File: src/rtl/axi4lite_reg_pkg.sv
// Shared types for the AXI4-Lite to register-bus bridge.
package axi4lite_reg_pkg;

    typedef enum logic [1:0] {
        OKAY   = 2'b00,
        SLVERR = 2'b10
    } resp_t;

    typedef enum logic [2:0] {
        ST_IDLE,
        ST_REQ,
        ST_WAIT,
        ST_RESP_WR,
        ST_RESP_RD
    } bridge_state_t;

    localparam int ARB_RR      = 0;
    localparam int ARB_RD_PRIO = 1;

    function automatic resp_t to_resp(input logic err);
        return err ? SLVERR : OKAY;
    endfunction

endpackage

File: src/rtl/axi4lite_hold_reg.sv
// One-entry valid/ready capture register; emptied by clr once the
// request it holds has been issued.
module axi4lite_hold_reg #(
    parameter int WIDTH = 32
) (
    input  logic             clk,
    input  logic             rst,
    input  logic             valid,
    output logic             ready,
    input  logic [WIDTH-1:0] din,
    input  logic             clr,
    output logic             full,
    output logic [WIDTH-1:0] dout
);
    logic             full_q, full_d;
    logic             ready_q, ready_d;
    logic [WIDTH-1:0] data_q, data_d;

    always_comb begin
        full_d = full_q;
        data_d = data_q;
        if (full_q) begin
            if (clr) full_d = 1'b0;
        end else if (valid && ready_q) begin
            full_d = 1'b1;
            data_d = din;
        end
        ready_d = !full_d;
    end

    always_ff @(posedge clk or negedge rst) begin
        if (!rst) begin
            full_q  <= 1'b0;
            ready_q <= 1'b0;
            data_q  <= '0;
        end else begin
            full_q  <= full_d;
            ready_q <= ready_d;
            data_q  <= data_d;
        end
    end

    assign ready = ready_q;
    assign full  = full_q;
    assign dout  = data_q;

endmodule

File: src/rtl/axi4lite_reg_bridge.sv
// AXI4-Lite slave to register-bus bridge with decoupled AW/W/AR capture,
// read/write arbitration and a completion timeout.
module axi4lite_reg_bridge
    import axi4lite_reg_pkg::*;
#(
    parameter int          DATA_WIDTH     = 32,
    parameter int          ADDR_WIDTH     = 32,
    parameter int unsigned TIMEOUT_CYCLES = 256,
    parameter int          ARB_MODE       = ARB_RR
) (
    input  logic                    clk,
    input  logic                    rst,
    input  logic                    s_awvalid,
    output logic                    s_awready,
    input  logic [ADDR_WIDTH-1:0]   s_awaddr,
    input  logic                    s_wvalid,
    output logic                    s_wready,
    input  logic [DATA_WIDTH-1:0]   s_wdata,
    input  logic [DATA_WIDTH/8-1:0] s_wstrb,
    output logic                    s_bvalid,
    input  logic                    s_bready,
    output logic [1:0]              s_bresp,
    input  logic                    s_arvalid,
    output logic                    s_arready,
    input  logic [ADDR_WIDTH-1:0]   s_araddr,
    output logic                    s_rvalid,
    input  logic                    s_rready,
    output logic [DATA_WIDTH-1:0]   s_rdata,
    output logic [1:0]              s_rresp,
    output logic                    bus_req,
    output logic                    bus_req_is_wr,
    output logic [ADDR_WIDTH-1:0]   bus_addr,
    output logic [DATA_WIDTH-1:0]   bus_wr_data,
    output logic [DATA_WIDTH-1:0]   bus_wr_biten,
    output logic                    bus_req_stall_wr,
    output logic                    bus_req_stall_rd,
    input  logic                    bus_ready,
    input  logic [DATA_WIDTH-1:0]   bus_rd_data,
    input  logic                    bus_err
);
    localparam int          SW = DATA_WIDTH / 8;
    localparam logic [31:0] TO = TIMEOUT_CYCLES;

    logic                   aw_full, w_full, ar_full, clr_wr, clr_rd;
    logic [ADDR_WIDTH-1:0]  aw_addr, ar_addr;
    logic [DATA_WIDTH+SW-1:0] w_dout;
    logic [DATA_WIDTH-1:0]  strb_bits;

    bridge_state_t          state_q, state_d;
    logic                   rr_rd_q, rr_rd_d, is_wr_q, is_wr_d;
    logic                   bus_req_q, bus_req_d;
    logic [ADDR_WIDTH-1:0]  addr_q, addr_d;
    logic [DATA_WIDTH-1:0]  wdata_q, wdata_d, biten_q, biten_d;
    logic [31:0]            cnt_q, cnt_d;
    logic                   bvalid_q, bvalid_d, rvalid_q, rvalid_d;
    resp_t                  bresp_q, bresp_d, rresp_q, rresp_d;
    logic [DATA_WIDTH-1:0]  rdata_q, rdata_d;
    logic                   stall_wr_q, stall_wr_d, stall_rd_q, stall_rd_d;
    logic                   wr_elig, rd_elig, pick_wr, done, err, serving;

    assign clr_wr = (state_q == ST_REQ) && is_wr_q;
    assign clr_rd = (state_q == ST_REQ) && !is_wr_q;

    axi4lite_hold_reg #(.WIDTH(ADDR_WIDTH)) u_aw (
        .clk(clk), .rst(rst), .valid(s_awvalid), .ready(s_awready),
        .din(s_awaddr), .clr(clr_wr), .full(aw_full), .dout(aw_addr)
    );

    axi4lite_hold_reg #(.WIDTH(DATA_WIDTH + SW)) u_w (
        .clk(clk), .rst(rst), .valid(s_wvalid), .ready(s_wready),
        .din({s_wstrb, s_wdata}), .clr(clr_wr), .full(w_full), .dout(w_dout)
    );

    axi4lite_hold_reg #(.WIDTH(ADDR_WIDTH)) u_ar (
        .clk(clk), .rst(rst), .valid(s_arvalid), .ready(s_arready),
        .din(s_araddr), .clr(clr_rd), .full(ar_full), .dout(ar_addr)
    );

    always_comb begin
        strb_bits = '0;
        for (int i = 0; i < SW; i++) strb_bits[8*i +: 8] = {8{w_dout[DATA_WIDTH+i]}};
    end

    always_comb begin
        state_d    = state_q;
        rr_rd_d    = rr_rd_q;
        is_wr_d    = is_wr_q;
        addr_d     = addr_q;
        wdata_d    = wdata_q;
        biten_d    = biten_q;
        cnt_d      = cnt_q;
        bvalid_d   = bvalid_q;
        bresp_d    = bresp_q;
        rvalid_d   = rvalid_q;
        rresp_d    = rresp_q;
        rdata_d    = rdata_q;
        bus_req_d  = 1'b0;
        pick_wr    = 1'b0;
        done       = 1'b0;
        err        = 1'b0;
        wr_elig    = aw_full && w_full;
        rd_elig    = ar_full;
        unique case (state_q)
            ST_IDLE: if (wr_elig || rd_elig) begin
                // rr_rd_q set means the read side has the next turn
                pick_wr   = wr_elig && (!rd_elig || (ARB_MODE == ARB_RR && !rr_rd_q));
                is_wr_d   = pick_wr;
                rr_rd_d   = pick_wr;
                bus_req_d = 1'b1;
                state_d   = ST_REQ;
                addr_d    = pick_wr ? aw_addr : ar_addr;
                wdata_d   = pick_wr ? w_dout[DATA_WIDTH-1:0] : '0;
                biten_d   = pick_wr ? strb_bits : '0;
            end
            ST_REQ: begin
                cnt_d = 32'd1;
                done  = bus_ready;
                err   = bus_err;
                if (!bus_ready) state_d = ST_WAIT;
            end
            ST_WAIT: begin
                cnt_d = cnt_q + 32'd1;
                done  = bus_ready || ((TO != 32'd0) && (cnt_q == TO));
                err   = bus_ready ? bus_err : 1'b1;
            end
            ST_RESP_WR: if (s_bready) begin
                bvalid_d = 1'b0;
                state_d  = ST_IDLE;
            end
            ST_RESP_RD: if (s_rready) begin
                rvalid_d = 1'b0;
                state_d  = ST_IDLE;
            end
            default: state_d = ST_IDLE;
        endcase
        if (done) begin
            if (is_wr_q) begin
                state_d  = ST_RESP_WR;
                bvalid_d = 1'b1;
                bresp_d  = to_resp(err);
            end else begin
                state_d  = ST_RESP_RD;
                rvalid_d = 1'b1;
                rresp_d  = to_resp(err);
                rdata_d  = err ? '0 : bus_rd_data;
            end
        end
        serving    = state_d != ST_IDLE;
        stall_wr_d = wr_elig && serving && !is_wr_d;
        stall_rd_d = rd_elig && serving && is_wr_d;
    end

    always_ff @(posedge clk or negedge rst) begin
        if (!rst) begin
            state_q    <= ST_IDLE;
            rr_rd_q    <= 1'b0;
            is_wr_q    <= 1'b0;
            bus_req_q  <= 1'b0;
            addr_q     <= '0;
            wdata_q    <= '0;
            biten_q    <= '0;
            cnt_q      <= '0;
            bvalid_q   <= 1'b0;
            bresp_q    <= OKAY;
            rvalid_q   <= 1'b0;
            rresp_q    <= OKAY;
            rdata_q    <= '0;
            stall_wr_q <= 1'b0;
            stall_rd_q <= 1'b0;
        end else begin
            state_q    <= state_d;
            rr_rd_q    <= rr_rd_d;
            is_wr_q    <= is_wr_d;
            bus_req_q  <= bus_req_d;
            addr_q     <= addr_d;
            wdata_q    <= wdata_d;
            biten_q    <= biten_d;
            cnt_q      <= cnt_d;
            bvalid_q   <= bvalid_d;
            bresp_q    <= bresp_d;
            rvalid_q   <= rvalid_d;
            rresp_q    <= rresp_d;
            rdata_q    <= rdata_d;
            stall_wr_q <= stall_wr_d;
            stall_rd_q <= stall_rd_d;
        end
    end

    assign s_bvalid         = bvalid_q;
    assign s_bresp          = bresp_q;
    assign s_rvalid         = rvalid_q;
    assign s_rresp          = rresp_q;
    assign s_rdata          = rdata_q;
    assign bus_req          = bus_req_q;
    assign bus_req_is_wr    = is_wr_q;
    assign bus_addr         = addr_q;
    assign bus_wr_data      = wdata_q;
    assign bus_wr_biten     = biten_q;
    assign bus_req_stall_wr = stall_wr_q;
    assign bus_req_stall_rd = stall_rd_q;

endmodule

File: config.mk
export PLATFORM = sky130hd
export DESIGN_NAME = axi4lite_reg_bridge
export DESIGN_NICKNAME = d
export VERILOG_FILES = /design/src/rtl/axi4lite_reg_pkg.sv /design/src/rtl/axi4lite_hold_reg.sv /design/src/rtl/axi4lite_reg_bridge.sv
export SDC_FILE = /design/constraint.sdc
export NUM_CORES = 1
export LEC_CHECK = 0
export CAP_MARGIN = 20
export CORE_MARGIN = 4
export CORE_UTILIZATION = 44
export DETAILED_ROUTE_END_ITERATION = 10
export PLACE_DENSITY = 0.79
export SYNTH_ARGS = -nofsm -noshare
export SYNTH_HDL_FRONTEND = slang
export SYNTH_SLANG_ARGS = --single-unit
File: constraint.sdc
create_clock -name clk -period 2.21 [get_ports clk]
set_input_delay 0.442 -clock clk [delete_from_list [all_inputs] [get_ports clk]]
set_output_delay 0.442 -clock clk [all_outputs]
set_load 0.01 [all_outputs]
Word level (Yosys, flattened, before mapping) --
Cells that the tools add are included.
Word-level totals: output and inout port bits 141, logic and storage cells 100, input bits 141, flip-flop bits (word level) 280
Operators by class: mux-type cells 36, equal/unequal tests 5, add/sub/neg operators 1, bitwise logic cells 4, reduce and logical (&&, ||, !) cells 30
Operators with widths (number):
- two-way mux 32 bit | 4
- case mux 32 bit (2 select lines) | 1
- adder 32 x 1 -> 32 bit (second input constant) | 1
- equality test 32 x 9 -> 1 bit (second input constant) | 1
- two-way mux 1 bit | 21
- two-way mux 3 bit | 6
- case mux 3 bit (5 select lines) | 1
- AND reduction 2 bit | 6
- logical AND 1 bit | 11
- zero test 1 bit | 7
- equality test 3 x 2 -> 1 bit (second input constant) | 2
- NOT 1 bit | 4
- case mux 1 bit (2 select lines) | 2
- equality test 3 x 1 -> 1 bit (second input constant) | 1
- equality test 3 bit (second input constant) | 1
- zero test 3 bit | 1
- logical OR 1 bit | 3
- nonzero test 3 bit | 1
- two-way mux 2 bit | 1
- nonzero test 2 bit | 1

Depth between registers and ports, before layout --
depth after elaboration 8, mapped depth 9, gate-level depth less buffers 7

Cells and area by module --
From an unflattened synthesis, not the netlist that was laid out.
Unflattened totals: cells, all modules 788, area, all modules 10608.9 um^2
Modules (own cells, without submodules):
- axi4lite_reg_bridge | times used 1, sequential area each 3603.5 um^2, cells each 560, area an instance 6337.3 um^2
- axi4lite_hold_reg at u_ar ... | times used 2, sequential area each 850.8 um^2, cells each 73, area an instance 1386.3 um^2
- axi4lite_hold_reg at u_w | times used 1, sequential area each 950.9 um^2, cells each 82, area an instance 1498.9 um^2

Worst setup path after synthesis --
No wires, ideal clock.
kind flip-flop to flip-flop, from reg state_q[0], to reg cnt_q[30], path buffers 1, required time 2.086 ns, setup slack 0.021 ns, clock period less this slack 2.189 ns, setup time 0.124 ns, arrival time 2.065 ns, stages on the path, launching flop included 7, path through dfrtp_1 > buf_4 > or3b_4 > nor4_4 > nand3_4 > or3_1 > mux2i_1
On the way: cells in the longest elaborated chain, start to end 2, elaborated cells on any way between the ends 4, classes of those cells eq/ne (2); mux (1); reduce/logical (1)
RTL lines:
- start: declaration | RTL line axi4lite_reg_bridge.sv:49 | bridge_state_t state_q, state_d;
- start signal: assignment | RTL line axi4lite_reg_bridge.sv:171 | state_q <= state_d;
- equality test 3 x 2 -> 1 bit / equality test 3 x 1 -> 1 bit (equally long branches) | RTL line axi4lite_reg_bridge.sv:103 | unique case (state_q)
- case mux 32 bit (2 select lines) / nonzero test 2 bit (equally long branches)
- end signal: assignment | RTL line axi4lite_reg_bridge.sv:178 | cnt_q <= cnt_d;
- end: declaration | RTL line axi4lite_reg_bridge.sv:54 | logic [31:0] cnt_q, cnt_d;
Parallel ways exist; a longest one is shown, timed or not. A chain may end at the register's enable or synchronous reset.

==> qor.txt <==
post-route minimum period -> 2.12 ns
Vias/cell -> 5.29
Clock Power Share -> 0.229
die height -> 160 um
buffer depth of the longest clock path -> 3
setup TNS -> 0 ns
Yosys warnings -> 0
Initial Util -> 0.448
met1 Use GR -> 0.244
combinational power share -> 0.386
Final Wtd Congestion -> 0.777
Switching Share -> 0.316
max cap viols -> 0
power per cell area -> 1380 nW/um^2
Core Area -> 22700 um^2
M3 GR Usage -> 0.0604
Layout Cells excl Fill -> 1359
CTS tree -> done
Critical Path Stages -> 1
total CTS buffers -> 26
Fmax -> 471 MHz
DR pass1 iterations -> 4
Internal Power -> 0.0134 W
Reg2Reg Launch Point -> state_q[1]
post-route ant nets -> 0
placed cells -> 1310
Hold Crit Class -> in2async
unrepaired setup endpoints after global routing -> no
Hold WS -> 0.418 ns
M2 GR Usage -> 0.326
H-tree levels -> 1
Setup crit end kind -> primary output
CTS Sinks -> 250
Post-Route Skew -> 0.00788 ns
CP startpoint -> bus_wr_biten[30]
worst r2r dst -> cnt_q[30]
Die ar. -> 25600 um^2
Finish-stage setup viols -> 0
worst reg2reg path depth -> 5
Crit Path Class -> reg2out
first-pass GRT wire length -> 41100 um
critical path peak fanout -> 9
EDFF count, synth -> 0
wire length per cell -> 18.4 um
Remaining Overflow, GRT -> 0
vias in the first global route -> 7748
port bufs -> 279
Final Max Tran Viols -> 0
crit-path cells -> clkdlybuf4s50_1
synthesized instance count -> 790
initial antenna violation count -> 0
CP required -> 1.77 ns
leak pwr -> 6.35 nW
Sw Pwr -> 0.00619 W
R2R setup slack -> 0.13 ns
Area Growth Syn to Fin -> 39.9%
DP HPWL -> 17600 um
# Post-CTS Setup Buffers -> 0
Mapped Area -> 10200 um^2
# nets final -> 1197
CP Buf/Inv Count -> 1
Worst EP arrival -> 1.68 ns
Final Cycle Share -> 0.960
synthesis-stage register bit count -> 250
maximum vdd drop -> 863 uV
Critical-path top delay cell -> clkdlybuf4s50_1
vias -> 7184
Reg power frac -> 0.385
Antenna Cells -> 0
outcome -> finished clean
row count -> 55
Final Hold Viols -> 0
DR DRC count -> 0
Worst path top cell family by delay -> buffers and inverters
WL final -> 25100 um
pin count of the biggest net entering global routing -> 56
I/O Pins -> 282
Distinct cells, synth -> 44
DR iter-0 viols -> 507
share of layout cells above drive strength 1 -> 0.176
Crit path largest cell delay -> 0.65 ns
GRT Util Overall -> 0.194
CP endpoint -> bus_wr_biten[29]
clock slew at reported path FFs -> 0.06 ns
Post-synth ARST share -> 1.00
crit start category -> register
Synth Area per Inst -> 12.9 um^2
CTS Root Cell -> clkbuf_16
GRT Max-Usage Layer -> met2
Die Width -> 160 um
clk_lat worst skew -> 0.53 ns
sequential element share of the synthesized area -> 0.615
fin util -> 0.627
ys flop type -> dfrtp_1
[through the flow]
step,cell area (um^2),worst slack (ns),total power [W]
floorplan,10200,0.0210,0.0117
global placement,13300,0.156,0.0150
detailed placement,13300,0.0997,0.0152
CTS,14200,0.0389,0.0198
global route,14200,0.00285,0.0208
finish,14200,0.0877,0.0196
[worst min-delay path by stage]
stage | endpoint | slack, ns | cells past startpoint
after floorplan | bus_addr[0] | 0.15 | 0
after global placement | bus_addr[14] | 0.41 | 1
after detailed placement | u_aw.dout[14] | 0.40 | 1
after CTS | u_aw.dout[14] | 0.44 | 2
after global routing | u_ar.dout[14] | 0.47 | 2
final | u_ar.dout[14] | 0.42 | 2
[area by class of cell]
class                           count  area, um^2
Clock buffer                       35         734
Clock inverter                     13         163
Fill cell                        1735        8470
Inverter                           10        37.5
Multi-Input combinational cell    453        3490
Sequential cell                   250        6260
Tap cell                          285         357
Timing Repair Buffer              313        3210
[registers in the layout (all words and copies together), names as in the netlist, 3 cells and up]
name / cells
u_w.dout: 36
cnt_q: 32
bus_wr_biten: 4
s_rdata: 32
state_q: 3
bus_wr_data: 32
u_aw.dout: 32
u_ar.dout: 32
bus_addr: 32
[cell usage after synthesis (12+ instances only)]
library cell	n	share of area
dfrtp_1	250	0.61
mux2_2	101	0.11
nand2_1	71	0.026
a22o_1	69	0.059
o21ai_0	54	0.027
clkbuf_1	41	0.015
mux2i_1	40	0.039
buf_4	32	0.024
nor2_1	14	0.0052
nand3_1	13	0.0064
o31ai_1	12	0.0089
[logic make-up (layout without fill, tap and decap cells)]
group	count (synthesis)	after routing	share of synthesized area
AOI/OAI and AO/OA	165	165	0.115
adders and majority gates	2	2	0.00246
buffers and inverters	88	371	0.0448
DFF	250	250	0.615
muxes	141	141	0.151
other	1	2	0.000368
and+or+nand+nor	143	143	0.0714
[power groups by stage]
stage | combinational (W) | clock [W] | sequential, W
6_report | 0.00756 | 0.00449 | 0.00754
5_1_grt | 0.00823 | 0.00480 | 0.00780
4_1_cts | 0.00768 | 0.00460 | 0.00755
3_5_place_dp | 0.00766 | 0 | 0.00758
3_3_place_gp | 0.00745 | 0 | 0.00752
2_1_floorplan | 0.00401 | 0 | 0.00768
[layer usage]
metal / routed length (um) / part of all wire
met2: 12400 / 0.49
met4: 591 / 0.024
met5: 0 / 0
met1: 10100 / 0.40
met3: 1970 / 0.079
[cells in the final DEF, fill, tap and decap left out, drive strengths merged, types with 3 or more instances in the layout]
cell and count:
clkinvlp 3, clkbuf 35, nand3b 3, and4 4, nand4 8, inv 10, dfrtp 250, a22o 69
bufinv 3, o211ai 10, nor4 8, and3 6, nand2 71, a31oi 5, buf 34, clkdlybuf4s50 278
mux2 101, o21ai 55, mux2i 40, a21o 3, a21oi 6, nand3 14, o31ai 12, clkinv 7
nor2 14
[timing repair]
item / CTS / global route
hold endpoints to repair: 48 / 0
hold buffers: 1 / 0
gates resized for setup: 0 / 1
endpoints found under the setup margin: 0 / 20
Note: power is estimated with default switching activity, not from simulation.
